--- src/rtl/uart_hex_formatter.sv ---
`timescale 1ns/1ps
`default_nettype none
// ============================================================================
//  Module   : uart_hex_formatter
//  Brief    : Captures a 32-bit count and streams it to a UART transmitter as
//             ASCII hex, most-significant nibble first, optionally with CR LF.
//  Revision : 1.0 - initial release
// ============================================================================
module uart_hex_formatter #(
    parameter int NUM_DIGITS = 8,
    parameter int EMIT_CRLF  = 1,
    parameter int UPPERCASE  = 1
) (
    input  logic        clk,
    input  logic        i_reset,
    input  logic [31:0] i_count,
    input  logic        i_valid,
    output logic        o_ready,
    output logic        o_dropped,
    output logic [7:0]  o_uart_data,
    output logic        o_uart_start,
    input  logic        i_uart_busy
);

    localparam int         c_LEN        = NUM_DIGITS + 2 * EMIT_CRLF;
    localparam logic [3:0] c_DIGITS     = 4'(NUM_DIGITS);
    localparam logic [3:0] c_LAST_DIGIT = 4'(NUM_DIGITS - 1);
    localparam logic [3:0] c_LAST_IDX   = 4'(c_LEN - 1);
    localparam logic [7:0] c_ALPHA_BASE = (UPPERCASE != 0) ? 8'h41 : 8'h61;

    localparam logic [2:0] S_IDLE      = 3'd0;
    localparam logic [2:0] S_WAIT_IDLE = 3'd1;
    localparam logic [2:0] S_SEND      = 3'd2;
    localparam logic [2:0] S_ACK       = 3'd3;
    localparam logic [2:0] S_DRAIN     = 3'd4;

    logic [2:0]  r_state;
    logic [31:0] r_snapshot;
    logic [3:0]  r_idx;
    logic [7:0]  r_data;

    logic [3:0]  w_next_idx;
    logic [3:0]  w_digit_pos;
    logic [3:0]  w_nibble;
    logic [7:0]  w_char;

    // Character for the index about to be sent: 0 from WAIT_IDLE, k+1 from DRAIN.
    always_comb begin
        w_next_idx  = (r_state == S_DRAIN) ? (r_idx + 4'd1) : 4'd0;
        w_digit_pos = c_LAST_DIGIT - w_next_idx;
        w_nibble    = 4'(r_snapshot >> {w_digit_pos, 2'b00});
        w_char      = 8'h00;
        if (w_next_idx < c_DIGITS) begin
            if (w_nibble < 4'd10) begin
                w_char = 8'h30 + {4'h0, w_nibble};
            end else begin
                w_char = c_ALPHA_BASE + {4'h0, w_nibble} - 8'd10;
            end
        end else if (w_next_idx == c_DIGITS) begin
            w_char = 8'h0D;
        end else begin
            w_char = 8'h0A;
        end
    end

    always_ff @(posedge clk or negedge i_reset) begin
        if (!i_reset) begin
            r_state    <= S_IDLE;
            r_snapshot <= 32'h0;
            r_idx      <= 4'd0;
            r_data     <= 8'h00;
        end else begin
            case (r_state)
                S_IDLE: begin
                    if (i_valid) begin
                        r_snapshot <= i_count;
                        r_idx      <= 4'd0;
                        r_state    <= S_WAIT_IDLE;
                    end
                end
                S_WAIT_IDLE: begin
                    if (!i_uart_busy) begin
                        r_data  <= w_char;
                        r_state <= S_SEND;
                    end
                end
                S_SEND: begin
                    r_state <= S_ACK;
                end
                S_ACK: begin
                    if (i_uart_busy) begin
                        r_state <= S_DRAIN;
                    end
                end
                S_DRAIN: begin
                    if (!i_uart_busy) begin
                        if (r_idx == c_LAST_IDX) begin
                            r_state <= S_IDLE;
                        end else begin
                            r_idx   <= w_next_idx;
                            r_data  <= w_char;
                            r_state <= S_SEND;
                        end
                    end
                end
                default: begin
                    r_state <= S_IDLE;
                end
            endcase
        end
    end

    // The DRAIN->IDLE cycle still reports not-ready, so a strobe there is dropped.
    assign o_ready      = (r_state == S_IDLE);
    assign o_dropped    = i_valid && (r_state != S_IDLE);
    assign o_uart_start = (r_state == S_SEND);
    assign o_uart_data  = r_data;

endmodule
`default_nettype wire

--- config.mk ---
export PLATFORM = sky130hd
export DESIGN_NAME = uart_hex_formatter
export DESIGN_NICKNAME = d
export VERILOG_FILES = /design/src/rtl/uart_hex_formatter.sv
export SDC_FILE = /design/constraint.sdc
export NUM_CORES = 1
export LEC_CHECK = 0
export BUFFER_PORTS_ARGS = -buffer_cell sky130_fd_sc_hd__buf_2
export CAP_MARGIN = 10
export CORE_MARGIN = 5
export CORE_UTILIZATION = 35
export DETAILED_ROUTE_END_ITERATION = 12
export MAX_ROUTING_LAYER = met4
export PLACE_DENSITY = 0.62
export SYNTH_ARGS = -nofsm -noshare
export SYNTH_HDL_FRONTEND = slang
export SYNTH_SLANG_ARGS = --single-unit
--- constraint.sdc ---
create_clock -name clk -period 4.5 [get_ports clk]
set_input_delay 0.9 -clock clk [delete_from_list [all_inputs] [get_ports clk]]
set_output_delay 0.9 -clock clk [all_outputs]
set_load 0.01 [all_outputs]
# Yosys cells after proc, flatten, opt, wreduce, memory -nomap -nowiden
# Cells that the tools add are included.
[classes]
add_sub_neg = 5
magnitude_cmp = 2
eq_ne = 11
n_shift = 1
muxes = 18
n_reduce_logical = 9
[op_table]
columns = ["op", "n"]
rows = [
  ["8-bit 2-to-1 mux", 5],
  ["32-bit by 6-bit right shift with 4-bit output", 1],
  ["4-bit 2-to-1 mux", 4],
  ["8-bit case mux with 2 select lines", 1],
  ["3-bit 2-to-1 mux", 5],
  ["3-bit case mux with 5 select lines", 1],
  ["4-bit AND reduction", 3],
  ["2-bit != test (second input constant)", 5],
  ["7-bit by 4-bit adder with 8-bit output (first input constant)", 1],
  ["4-bit == test (second input constant)", 2],
  ["4-bit less-than comparator (second input constant)", 2],
  ["4-bit case mux with 2 select lines", 1],
  ["8-bit by 4-bit subtractor with 8-bit output (second input constant)", 1],
  ["6-bit by 4-bit adder with 7-bit output (first input constant)", 1],
  ["3-bit by 2-bit == test with 1-bit output (second input constant)", 2],
  ["4-bit by 1-bit adder with 4-bit output (second input constant)", 1],
  ["2-bit nonzero test", 2],
  ["3-bit by 4-bit subtractor with 4-bit output (first input constant)", 1],
  ["3-bit by 1-bit == test with 1-bit output (second input constant)", 1],
  ["3-bit == test (second input constant)", 1],
  ["3-bit logical NOT", 1],
  ["3-bit nonzero test", 1],
  ["2-bit 2-to-1 mux", 1],
  ["2-bit AND reduction", 1],
  ["1-bit logical AND", 1],
]
[totals]
regBits = 47
in_bits = 36
out_inout_bits = 11

# Longest topological paths before layout
[depth]
ltp_word = 11
ltp_mapped = 11

# Least setup slack after synthesis
# No wires, ideal clock.
[synth_path]
path_type = "register -> register"
from = "reg r_idx[0]"
to = "reg r_data[4] (netlist: o_uart_data[4])"
t_arrival_ps = 2331
setup_slack_ps = 2037
stages_incl_launch_ff = 11
n_path_buf = 1
path_cell_list = "dfrtp_1 -> ha_1 -> clkbuf_1 -> o211ai_1 -> o21a_1 -> a21oi_1 -> or3_1 -> ha_1 -> nor4_1 -> o21a_1 -> o31ai_1"
[synth_between]
elab_chain_len = 11
[synth_rtl]
columns = ["item", "line", "rtl"]
rows = [
  ["from (decl)", "39", "logic [3:0] r_idx;"],
  ["from (signal assigned)", "100", "r_idx <= w_next_idx;"],
  ["4-bit by 1-bit adder with 4-bit output", "49", "w_next_idx = (r_state == S_DRAIN) ? (r_idx + 4'd1) : 4'd0;"],
  ["4-bit 2-to-1 mux", "49", ""],
  ["3-bit by 4-bit subtractor with 4-bit output", "50", "w_digit_pos = c_LAST_DIGIT - w_next_idx;"],
  ["32-bit by 6-bit right shift with 4-bit output", "51", "w_nibble = 4'(r_snapshot >> {w_digit_pos, 2'b00});"],
  ["7-bit by 4-bit adder with 8-bit output", "57", "w_char = c_ALPHA_BASE + {4'h0, w_nibble} - 8'd10;"],
  ["8-bit by 4-bit subtractor with 8-bit output", "57", ""],
  ["8-bit 2-to-1 mux", "54", "if (w_nibble < 4'd10) begin"],
  ["8-bit 2-to-1 mux", "53", "if (w_next_idx < c_DIGITS) begin"],
  ["8-bit 2-to-1 mux", "97", "if (r_idx == c_LAST_IDX) begin"],
  ["8-bit 2-to-1 mux", "96", "if (!i_uart_busy) begin"],
  ["8-bit case mux with 2 select lines", "73", "case (r_state)"],
  ["to (signal assigned)", "83", "r_data <= w_char;"],
  ["to (signal assigned)", "101", "r_data <= w_char;"],
  ["to (decl)", "40", "logic [7:0] r_data;"],
]
# Several ways; a longest one is shown, not always the timed one. The select of a mux whose other input is x is not followed.
# A chain may end at the register's enable or synchronous reset.

# Final worst setup path
[layout_path]
from = "reg r_idx[1]"
to = "reg r_data[4] (netlist: o_uart_data[4])"
# The elaborated chain is that of the path after synthesis.

==> impl_metrics.json <==
{
  "io_buffers": 45,
  "hold_viol": 0,
  "path_buf_inv": 1,
  "num-nets-final": 281,
  "crit_path_end_kind": "flop",
  "synthArstFlopShare": 1.00,
  "dieWidth_um": 92.8,
  "p_sw_frac": 0.352,
  "max_freq_ghz": 0.316,
  "pwr-share-seq": 0.414,
  "synth_area_um2": 2400,
  "htreeDepth": 2,
  "antenna_found_initial": 0,
  "switchingPower_mw": 0.639,
  "crit_arrival_ns": 3.34,
  "clk_pin_slew_ns": 0.09,
  "critPathTopFamily": "XOR/XNOR gates",
  "totalWireLength_um": 4850,
  "finalInstanceArea_um2": 2760,
  "n_antenna_cell": 0,
  "drv_slew": 0,
  "yosysSeqAreaShare": 0.479,
  "grt_overflow_total": 0,
  "top_layer": "met4",
  "clock_sinks": 46,
  "layout_common_cells": "46 x dfrtp_1, 45 x buf_2, 33 x mux2_2, 12 x nor2_1, 11 x nand2_1",
  "cpPeakStageDelay_ns": 0.84,
  "netlist_instances": 202,
  "track_usage": 0.122,
  "cts_tree": "yes",
  "grt_first_pass_wirelength_um": 8050,
  "grt_max_degree": 47,
  "cp_common_cell": "ha_1",
  "multi_input_area_um2": 1140,
  "p_leak_nw": 1.20,
  "hold_buffers": 0,
  "critPathRequiredTime_ns": 4.67,
  "ctsLongestPathBuffers": 2,
  "detail_route.first_pass.iterations": 4,
  "fin_crit_ns": 3.17,
  "core_area_um2": 6720,
  "internal_power_mw": 1.17,
  "tightestPinTransition_ns": 1.08,
  "final_common_cell": "dfrtp_1",
  "fin_worst_skew_ns": 0.0105,
  "hold_path_class": "reg -> reg",
  "route.vias.total": 1642,
  "clock-root-buffer": "clkbuf_8",
  "clockPowerShare": 0.170,
  "power_density_nw_per_um2": 657,
  "final_antenna_net_count": 0,
  "holdWs_ns": 0.490,
  "cp_cell_sequence": "ha_1 > xnor2_1 > mux4_2 > o22ai_1 > nor3_2 > inv_1 > ha_1 > nor4_1 > o21a_1 > o31ai_1",
  "relSlewSlack": 0.278,
  "tns_ns": 0,
  "rsz0062_at_grt": "no",
  "grt_pass1_vias": 1627,
  "pin_count": 47,
  "avgViaCountPerCell": 5.08,
  "status": "finished clean",
  "finalSetupViolCount": 0,
  "synth_fp_nets": 241,
  "met2_wirelength_um": 2120,
  "drv_cap": 0,
  "dp_cells": 315,
  "dp_slack_ns": 1.39,
  "ff_latch_area_um2": 1150,
  "die_h_um": 92.8,
  "dieArea_um2": 8620,
  "synth.avg_cell_area_um2": 11.9,
  "start_util": 0.358,
  "crit_fanout": 12,
  "post-route-period-util": 0.703,
  "place.gp.congestion": 0.760,
  "drt-met1-wl_um": 2490,
  "critPathLaunchType": "flop",
  "clk_latency_ns": 0.30,
  "pwr-share-comb": 0.416,
  "drc_errors": 0,
  "initialDrtViolationCount": 52,
  "layout.cells.non_filler": 323,
  "drive_gt1_frac": 0.420,
  "worst-setup-path-type": "reg -> reg",
  "dp_hpwl_um": 3520,
  "postCtsResizedCells": 0,
  "yosysWarnings": 0,
  "crit_slowest_cell": "xnor2_1",
  "n_fill_cell": 661,
  "area_growth_pct": 14.7,
  "ys_types": 50,
  "cts_setup_buffers": 0,
  "postPlaceCellArea_um2": 2650,
  "ir_drop_uv": 239,
  "synthFlopType": "dfrtp_1",
  "cts_made_buffers": 5,
  "setup_slack_ns": 1.33,
  "synth-seq-cells": 46,
  "synth-edff-count": 0,
  "rows": 30,
  "avgRoutedWirePerCell_um": 15.0,
  "route.met3.wl_um": 195
}
[routing by layer]
metal  up-vias  global-route usage
li1        804                   -
met5         -                   -
met2        34               0.178
met1       799               0.167
met4         0              0.0366
met3         5              0.0309
[stage by stage]
stage                      util  total power [mW]
after floorplan               -              1.34
after global placement    0.394              1.51
after detailed placement  0.394              1.53
after CTS                 0.410              1.84
after global routing      0.410              1.94
final                     0.410              1.81
[worst reg2reg max path: stages, from the launching register on]
cell,delay (ns)
dfrtp_1,0.41
ha_1,0.20
xnor2_1,0.84
mux4_2,0.37
o22ai_1,0.14
nor3_2,0.24
inv_1,0.07
ha_1,0.22
nor4_1,0.31
o21a_1,0.18
o31ai_1,0.07
[power by group through the flow]
stage	sequential [mW]	clock [mW]	combinational (mW)
global route	0.779	0.330	0.836
floorplan	0.712	0	0.629
global placement	0.757	0	0.748
CTS	0.753	0.317	0.766
detailed placement	0.762	0	0.763
finish	0.750	0.308	0.754
[state kept, by name (all words and copies together) (netlist names)]
signal	flops
r_idx	4
o_uart_data	7
r_snapshot	32
r_state	3
[worst paths after layout]
| path | startpoint | to | slack, ns | cells after the start |
|---|---|---|---|---|
| worst max-delay path | r_idx[1] | o_uart_data[4] | 1.33 | 10 |
| worst min-delay path | o_uart_data[4] | o_uart_data[4] | 0.49 | 2 |
| worst max register to register | r_idx[1] | o_uart_data[4] | 1.33 | 10 |
| worst min register to register | o_uart_data[4] | o_uart_data[4] | 0.49 | 2 |
| max in group asynchronous | i_reset | r_snapshot[30] | 3.10 | 1 |
| min in group asynchronous | i_reset | r_snapshot[0] | 0.76 | 1 |
[cells in the mapped netlist (all sizes together), types with 3 or more instances]
cell type / instances / area [um2]
nor3: 5 / 35.0
nor2: 14 / 57.6
a21oi: 10 / 53.8
inv: 5 / 18.8
mux2i: 8 / 80.1
nand2: 11 / 41.3
mux4: 3 / 67.6
mux2: 33 / 372
buf: 11 / 85.1
o31ai: 3 / 32.5
nand2b: 3 / 18.8
ha: 3 / 37.5
xnor2: 3 / 33.8
or3: 4 / 25.0
o21ai: 6 / 30.0
clkbuf: 3 / 11.3
o21a: 3 / 23.8
dfrtp: 46 / 1150
[cell families (layout without fill, tap and decap cells)]
kind of cell,Yosys count,count (layout),synth area share
xor+xnor,3,3,0.0141
buf+inv,19,60,0.0479
simple gates,51,51,0.121
flops,46,46,0.479
mux,44,44,0.216
compound gates,35,35,0.104
fa+ha+maj,3,3,0.0156
other cells,1,1,0.00156
[cell type report]
| cell class | instances | area share |
|---|---|---|
| clock buffer | 6 | 0.0263 |
| clock inverter | 2 | 0.0136 |
| inverter | 5 | 0.00681 |
| multi-input combinational | 137 | 0.412 |
| sequential | 46 | 0.418 |
| tap | 80 | 0.0363 |
| timing repair buffer | 47 | 0.0872 |
Note: power is estimated with default switching activity, not from simulation.
